## src/rtl/wam_pkg.sv

```systemverilog
// Shared whack-a-mole constants: hole count, LFSR seed and feedback taps.
`default_nettype none

package wam_pkg;

  localparam int unsigned c_nhole = 8;

  // x^8+x^6+x^5+x^4+1 on a left-shifting register: taps at bits 7,5,4,3.
  localparam logic [7:0] c_lfsr_seed = 8'hA5;
  localparam logic [7:0] c_lfsr_taps = 8'b1011_1000;

  function automatic logic [7:0] lfsr_next(input logic [7:0] s);
    return {s[6:0], ^(s & c_lfsr_taps)};
  endfunction

endpackage

`default_nettype wire

```

## src/rtl/wam_lfsr.sv

```systemverilog
// 8-bit Fibonacci LFSR, seeded on reset, advancing every clock.
`default_nettype none

module wam_lfsr
  import wam_pkg::*;
(
  input  logic       clk_i,
  input  logic       rst_i,
  output logic [7:0] state_o
);

  logic [7:0] lfsr_q;
  logic [7:0] lfsr_d;

  assign lfsr_d  = lfsr_next(lfsr_q);
  assign state_o = lfsr_q;

  always_ff @(posedge clk_i or posedge rst_i) begin
    if (rst_i) lfsr_q <= c_lfsr_seed;
    else       lfsr_q <= lfsr_d;
  end

endmodule

`default_nettype wire

```

## src/rtl/wam_gen.sv

```systemverilog
// Mole generator: random spawning, per-hole lifetime counters, hit/miss/wrong pulses.
`default_nettype none

module wam_gen
  import wam_pkg::*;
#(
  parameter int NHOLE = c_nhole
) (
  input  logic             clk_19,
  input  logic             rst,
  input  logic             run,
  input  logic             tck,
  input  logic [3:0]       age,
  input  logic [7:0]       rto,
  input  logic [NHOLE-1:0] hit,
  output logic [NHOLE-1:0] mol,
  output logic             hit_p,
  output logic             mis_p,
  output logic             wrg_p
);

  logic [7:0]       w_lfsr;
  logic             w_step;
  logic [2:0]       w_cand;
  logic [3:0]       w_age;
  logic             w_spawn_ok;
  logic [NHOLE-1:0] w_occ;
  logic [NHOLE-1:0] w_occ_nxt;
  logic [NHOLE-1:0] w_hh;
  logic [NHOLE-1:0] w_wh;
  logic [NHOLE-1:0] w_mh;

  logic [NHOLE-1:0] mol_q;
  logic             hit_p_q;
  logic             mis_p_q;
  logic             wrg_p_q;

  wam_lfsr u_lfsr (
    .clk_i   (clk_19),
    .rst_i   (rst),
    .state_o (w_lfsr)
  );

  assign w_step     = run & tck;
  assign w_cand     = {w_lfsr[7], w_lfsr[3], w_lfsr[0]};
  assign w_age      = (age == 4'd0) ? 4'd1 : age;
  // Occupancy here is the pre-cycle view, so a hole hit this cycle still blocks a spawn.
  assign w_spawn_ok = w_step && ({1'b0, w_lfsr[6:0]} < rto) && !w_occ[w_cand];

  for (genvar i = 0; i < NHOLE; i++) begin : g_hole
    logic [3:0] cnt_q;
    logic [3:0] cnt_d;
    logic       hit_i;
    logic       spn_i;
    logic       hh;
    logic       wh;
    logic       mh;

    assign hit_i = run & hit[i];
    assign spn_i = w_spawn_ok && (w_cand == 3'(i));

    always_comb begin
      cnt_d = cnt_q;
      hh    = 1'b0;
      wh    = 1'b0;
      mh    = 1'b0;
      if (hit_i && (cnt_q != 4'd0)) begin
        cnt_d = 4'd0;
        hh    = 1'b1;
      end else begin
        wh = hit_i;
        if (spn_i) begin
          cnt_d = w_age;
        end else if (w_step && (cnt_q != 4'd0)) begin
          cnt_d = cnt_q - 4'd1;
          mh    = (cnt_q == 4'd1);
        end
      end
    end

    always_ff @(posedge clk_19 or posedge rst) begin
      if (rst) cnt_q <= 4'd0;
      else     cnt_q <= cnt_d;
    end

    assign w_occ[i]     = (cnt_q != 4'd0);
    assign w_occ_nxt[i] = (cnt_d != 4'd0);
    assign w_hh[i]      = hh;
    assign w_wh[i]      = wh;
    assign w_mh[i]      = mh;
  end

  always_ff @(posedge clk_19 or posedge rst) begin
    if (rst) begin
      mol_q   <= '0;
      hit_p_q <= 1'b0;
      mis_p_q <= 1'b0;
      wrg_p_q <= 1'b0;
    end else begin
      mol_q   <= w_occ_nxt;
      hit_p_q <= |w_hh;
      mis_p_q <= |w_mh;
      wrg_p_q <= |w_wh;
    end
  end

  assign mol   = mol_q;
  assign hit_p = hit_p_q;
  assign mis_p = mis_p_q;
  assign wrg_p = wrg_p_q;

endmodule

`default_nettype wire
```

## config.mk

```make
export PLATFORM = sky130hd
export DESIGN_NAME = wam_gen
export DESIGN_NICKNAME = d
export VERILOG_FILES = /design/src/rtl/wam_pkg.sv /design/src/rtl/wam_lfsr.sv /design/src/rtl/wam_gen.sv
export SDC_FILE = /design/constraint.sdc
export NUM_CORES = 1
export LEC_CHECK = 0
export CAP_MARGIN = 20
export CORE_MARGIN = 3
export CORE_UTILIZATION = 63
export CTS_CLUSTER_SIZE = 25
export DETAILED_ROUTE_END_ITERATION = 12
export GPL_ROUTABILITY_DRIVEN = 0
export GPL_TIMING_DRIVEN = 1
export HOLD_SLACK_MARGIN = 0.02
export PLACE_DENSITY = 0.87
export SYNTH_ARGS = -nofsm -noshare
export SYNTH_HDL_FRONTEND = slang
export SYNTH_SLANG_ARGS = --single-unit
```

## constraint.sdc

```tcl
create_clock -name clk_19 -period 4.1 [get_ports clk_19]
set_input_delay 0.41 -clock clk_19 [delete_from_list [all_inputs] [get_ports clk_19]]
set_output_delay 0.41 -clock clk_19 [all_outputs]
set_load 0.005 [all_outputs]
```

=== Word-level counts from Yosys, hierarchy flattened ===
Index checks and enable logic that the tools add are counted.

* Flip-flop bits (word level): 51
* Input port bits: 24
* Output and inout port bits: 11
* Logic and storage cells: 163

* $add $sub $neg: 8
* Magnitude comparators: 2
* Eq/ne operators: 15
* Multiplexer cells: 67
* Bitwise logic cells: 9
* Reductions and logical operators: 49

{| class="wikitable"
|+ Operators by type and width
! operator !! number
|-
| 2-to-1 mux 4 bit || 25
|-
| nonzero test 4 bit || 16
|-
| 2-to-1 mux 1 bit || 41
|-
| equality test 4 x 1 -> 1 bit (second input constant) || 8
|-
| subtractor 4 x 1 -> 4 bit (second input constant) || 8
|-
| logical AND 1 bit || 26
|-
| OR reduction 8 bit || 3
|-
| equality test 3 bit (second input constant) || 4
|-
| AND 1 bit || 9
|-
| less-than comparator 7 x 8 -> 1 bit || 1
|-
| parity 8 bit || 1
|-
| equality test 3 x 2 -> 1 bit (second input constant) || 2
|-
| logical NOT 4 bit || 1
|-
| less-than comparator 3 x 4 -> 1 bit (second input constant) || 1
|-
| binary-select mux 1 bit (select 3 bit) || 1
|-
| equality test 3 x 1 -> 1 bit (second input constant) || 1
|-
| logical NOT 3 bit || 1
|-
| logical NOT 1 bit || 1
|}

=== Longest topological paths before layout ===
* Word-level depth: 9
* Mapped depth: 8
* Depth with buffers taken out: 7

=== Modules after synthesis ===
A second synthesis with hierarchy kept.

* Cell total of the unflattened synthesis: 423
* Area, all modules: 3663.5 µm²

{| class="wikitable"
|+ Modules (own cells, without submodules)
! module !! instances !! cells each !! area an instance (µm²)
|-
| wam_gen || 1 || 404 || 3375.7
|-
| wam_lfsr || 1 || 19 || 287.8
|}

=== Least setup slack after synthesis ===
No wires, ideal clock.

* Kind: input to register
* Start: in rto[2]
* End: reg g_hole[2].cnt_q[1]
* Library setup time: 125 ps
* Arrival time: 1970 ps
* Setup slack: 2005 ps
* Stages: 8
* Path buffers: 1
* Path through: inv_1 -> ha_1 -> nor4_1 -> o21ai_1 -> and3_1 -> buf_2 -> nor3_1 -> mux2_2

* Word-level cells in the longest chain between the ends: 6

{| class="wikitable"
|+ RTL lines
! element !! line !! source
|-
| start: declaration || wam_gen.sv:14 || <nowiki>input logic [7:0] rto,</nowiki>
|-
| less-than comparator 7 x 8 -> 1 bit || wam_gen.sv:48 || <nowiki>assign w_spawn_ok = w_step && ({1'b0, w_lfsr[6:0]} < rto) && !w_occ[w_cand];</nowiki>
|-
| logical AND 1 bit (2 in a row) || wam_gen.sv:48 ||
|-
| logical AND 1 bit || wam_gen.sv:60 || <nowiki>assign spn_i = w_spawn_ok && (w_cand == 3'(i));</nowiki>
|-
| 2-to-1 mux 4 bit || wam_gen.sv:72 || <nowiki>if (spn_i) begin</nowiki>
|-
| 2-to-1 mux 4 bit || wam_gen.sv:67 || <nowiki>if (hit_i && (cnt_q != 4'd0)) begin</nowiki>
|-
| named net g_hole[2].cnt_d[1] || wam_gen.sv:52 || <nowiki>logic [3:0] cnt_d;</nowiki>
|-
| end signal: assignment || wam_gen.sv:83 || <nowiki>else cnt_q <= cnt_d;</nowiki>
|-
| end: declaration || wam_gen.sv:51 || <nowiki>logic [3:0] cnt_q;</nowiki>
|}

The timed path passes the listed nets, and every way through them passes these cells.

=== Worst setup path after layout ===
* Start: in run
* End: reg g_hole[2].cnt_q[1]

* Word-level cells in the longest chain between the ends: 6

{| class="wikitable"
|+ RTL lines
! element !! line !! source
|-
| start: declaration || wam_gen.sv:11 || <nowiki>input logic run,</nowiki>
|-
| AND 1 bit || wam_gen.sv:44 || <nowiki>assign w_step = run & tck;</nowiki>
|-
| logical AND 1 bit (2 in a row) || wam_gen.sv:48 ||
|-
| logical AND 1 bit || wam_gen.sv:60 ||
|-
| 2-to-1 mux 4 bit || wam_gen.sv:72 ||
|-
| 2-to-1 mux 4 bit (*) || wam_gen.sv:67 ||
|-
| named net g_hole[2].cnt_d[1] || wam_gen.sv:52 ||
|}

Mark *: on every way through the listed nets, which the timed path passes. The rest lies on a longest branch.

==> results.py <==
metrics = {
    "run_status": {
        "status": "finished, final reports clean",
    },
    "run": {
        "max-cap-violations": 0,
    },
    "drt": {
        "drtIter0Drc": 330,
        "ant_nets": 0,
        "drc": 0,
        "avgRoutedWirePerCell_um": 18.1,
        "wl_mm": 9.65,
        "vias": 3468,
        "firstDrtPassIters": 5,
        "via_per_inst": 6.49,
    },
    "finish": {
        "fin_nets": 515,
        "seq_area_um2": 1280,
        "final_common_cell": "dfrtp_1",
        "fill_cells": 416,
        "area_growth_pct": 13.4,
        "layout_common_cells": "dfrtp_1, nor2_1, inv_1",
        "drive_gt1_share_pct": 6.49,
        "diodes": 0,
        "fin_cells": 534,
        "multi_input_area_um2": 2250,
    },
    "floorplanning": {
        "die_w_um": 82.9,
        "dieArea_um2": 6860,
        "fp.dieH_um": 82.9,
        "core_area_um2": 5610,
        "rows": 27,
        "start_util_pct": 66.4,
        "num_io_pins": 35,
    },
    "yosys": {
        "yosys_warnings": 0,
        "yosysTopAreaCell": "dfrtp_1",
        "syn_nets": 482,
        "synth_top_cell_area_share_pct": 31.6,
        "yosysSeqAreaShare_pct": 34.4,
        "synthTopCellsByArea": "dfrtp_1, ha_1, xnor2_1",
        "ys.flop_type": "dfrtp_1",
        "synth.distinct_cells": 54,
        "synth.ff_latch_count": 51,
        "async_flop_share_pct": 100,
        "synth_cells": 428,
        "avgSynthCellArea_um2": 8.69,
        "synth-edff-count": 0,
        "synthesis.area_um2": 3720,
    },
    "timing": {
        "whs_ps": 319,
        "finalSetupViolCount": 0,
        "drv_slew": 0,
        "layout_min_cycle_time_ps": 2540,
        "post-route-period-util_pct": 62.0,
        "max_slew_margin_pct": 54.5,
        "finalSetupTns_ps": 0,
        "rsz0062_at_grt": "false",
        "max_clock_freq_mhz": 393,
        "skew_ps": 6.93,
        "worst_slew_pin_slew_ps": 679,
        "hold_viol": 0,
    },
    "critical_path": {
        "required_ps": 4290,
        "slowest_delay_ps": 830,
        "cp_top_family": "buffers and inverters",
        "path_depth": 6,
        "cp_slowest_cell": "clkdlybuf4s50_1",
        "reg2reg_depth": 6,
        "cp_max_fo": 14,
        "arrival_ps": 2740,
        "criticalPathCategory": "in2reg",
        "cp-start-kind": "input port",
        "path_cells": "clkdlybuf4s50_1, nand2_1, nor2_1, inv_1, nor3_1, mux2_2",
        "worstSetupEndpointType": "flop",
        "crit_buf_inv": 2,
    },
    "placement": {
        "io_buffers": 34,
        "place_hpwl_mm": 7.05,
        "place_inst": 525,
    },
    "global_route": {
        "grt_max_degree": 52,
        "antenna_found_initial": 0,
        "grt_usage_pct": 28.4,
        "grt_overflow_total": 0,
        "grt_pass1_vias": 3395,
        "grt_pass1_wl_mm": 16.1,
    },
    "clock_tree": {
        "cts_resized": 0,
        "cts_made_buffers": 5,
        "cts_setup_buffers": 0,
        "cts_root_buf": "clkbuf_8",
        "clk_latency_ps": 310,
        "clk_pin_slew_ps": 90,
        "clock-sinks": 51,
        "cts_tree": "done",
        "ctsHtreeMaxLevel": 2,
        "clock_path_buffers": 2,
        "cts_hold_buf": 0,
    },
    "pwr": {
        "power_leakage_nw": 1.75,
        "power.density_nw_per_um2": 639,
        "max-vdd-ir-drop_mv": 0.417,
    },
    "min_path": {
        "min_path_type": "in2async",
    },
}
-- metrics by stage --
| step | area (um2) | util (%) | power [mW] | setup WS (ps) |
|---|---|---|---|---|
| 3_3_place_gp | 4120 | 73.4 | 2.32 | 1370 |
| 5_1_grt | 4220 | 75.3 | 2.92 | 1450 |
| 3_5_place_dp | 4120 | 73.4 | 2.38 | 1360 |
| 2_1_floorplan | 3720 | - | 1.96 | 2000 |
| 6_report | 4220 | 75.3 | 2.70 | 1560 |
| 4_1_cts | 4200 | 74.9 | 2.67 | 1680 |
-- synthesized netlist by cell type, types with 4 or more instances --
cell type	count
a211oi_1	12
nand3_1	17
nor4b_1	4
a21oi_1	26
dfrtp_1	47
a31oi_1	8
o21ai_0	19
nand3b_1	5
nand4_1	6
o211ai_1	4
mux2_2	6
clkbuf_1	9
nor4_1	6
ha_1	30
nor2_1	38
o22ai_1	11
o21bai_1	5
mux2i_1	9
nor3b_1	6
nor2b_1	5
and3_1	5
xnor2_1	21
dfstp_2	4
nand2_1	27
nor3_1	19
inv_1	36
-- routing by layer --
metal  routed length, um  global-route usage [%]  up-vias  part of all wire (%)
li1                    -                       -     1619                     -
met1                4030                    37.8     1614                    42
met5                   0                       0        -                     0
met2                4560                    46.1      209                    47
met4                 213                    11.7        0                   2.2
met3                 850                    4.86       26                   8.8
-- worst register-to-register path, stage by stage (launching register included) --
cell,delay (ps)
dfrtp_1,440
inv_1,140
ha_1,240
nor3b_1,590
nand3b_1,240
nor3_1,420
mux2i_1,260
-- where the power goes --
group / switching, mW / internal [mW] / leakage [nW]
combinational: 0.817 / 0.723 / 1.08
clock: 0.161 / 0.120 / 0.0422
sequential: 0.189 / 0.688 / 0.636
total: 1.17 / 1.53 / 1.75
-- state kept, by name, summed over array words and instances (netlist names) --
name and count:
wrg_p 1, hit_p 1, g_hole.cnt_q 32, mol 8, mis_p 1, u_lfsr.state_o 8
-- final timing paths --
kind | startpoint | endpoint | slack, ps
hold / removal | rst | u_lfsr.state_o[1] | 320
min in group clk_19 | u_lfsr.state_o[6] | u_lfsr.state_o[7] | 390
setup reg to reg | g_hole[3].cnt_q[0] | g_hole[3].cnt_q[1] | 1690
max in group asynchronous | rst | u_lfsr.state_o[0] | 3230
setup / recovery | run | g_hole[2].cnt_q[1] | 1560
hold reg to reg | u_lfsr.state_o[6] | u_lfsr.state_o[7] | 390
-- cell families (layout without fill, tap and decap cells) --
kind of cell | count (synthesis) | after routing | share of synthesized area (%)
AND/OR/NAND/NOR | 157 | 157 | 22.9
flip-flops | 51 | 51 | 34.4
XOR/XNOR | 24 | 24 | 5.65
AO/OA/AOI/OAI | 103 | 103 | 17.6
multiplexers | 15 | 15 | 4.24
buffers and inverters | 48 | 82 | 5.11
adder cells (fa/ha/maj) | 30 | 30 | 10.1
-- layout make-up --
cell class | instances | share of cell area, %
multi-input cells | 329 | 53.3
flip-flops and latches | 51 | 30.4
repair buffers | 38 | 9.07
inverters | 36 | 3.20
well taps | 72 | 2.13
clock buffers | 7 | 1.81
clock inverters | 1 | 0.119
Power figures use the tool's default switching activity.
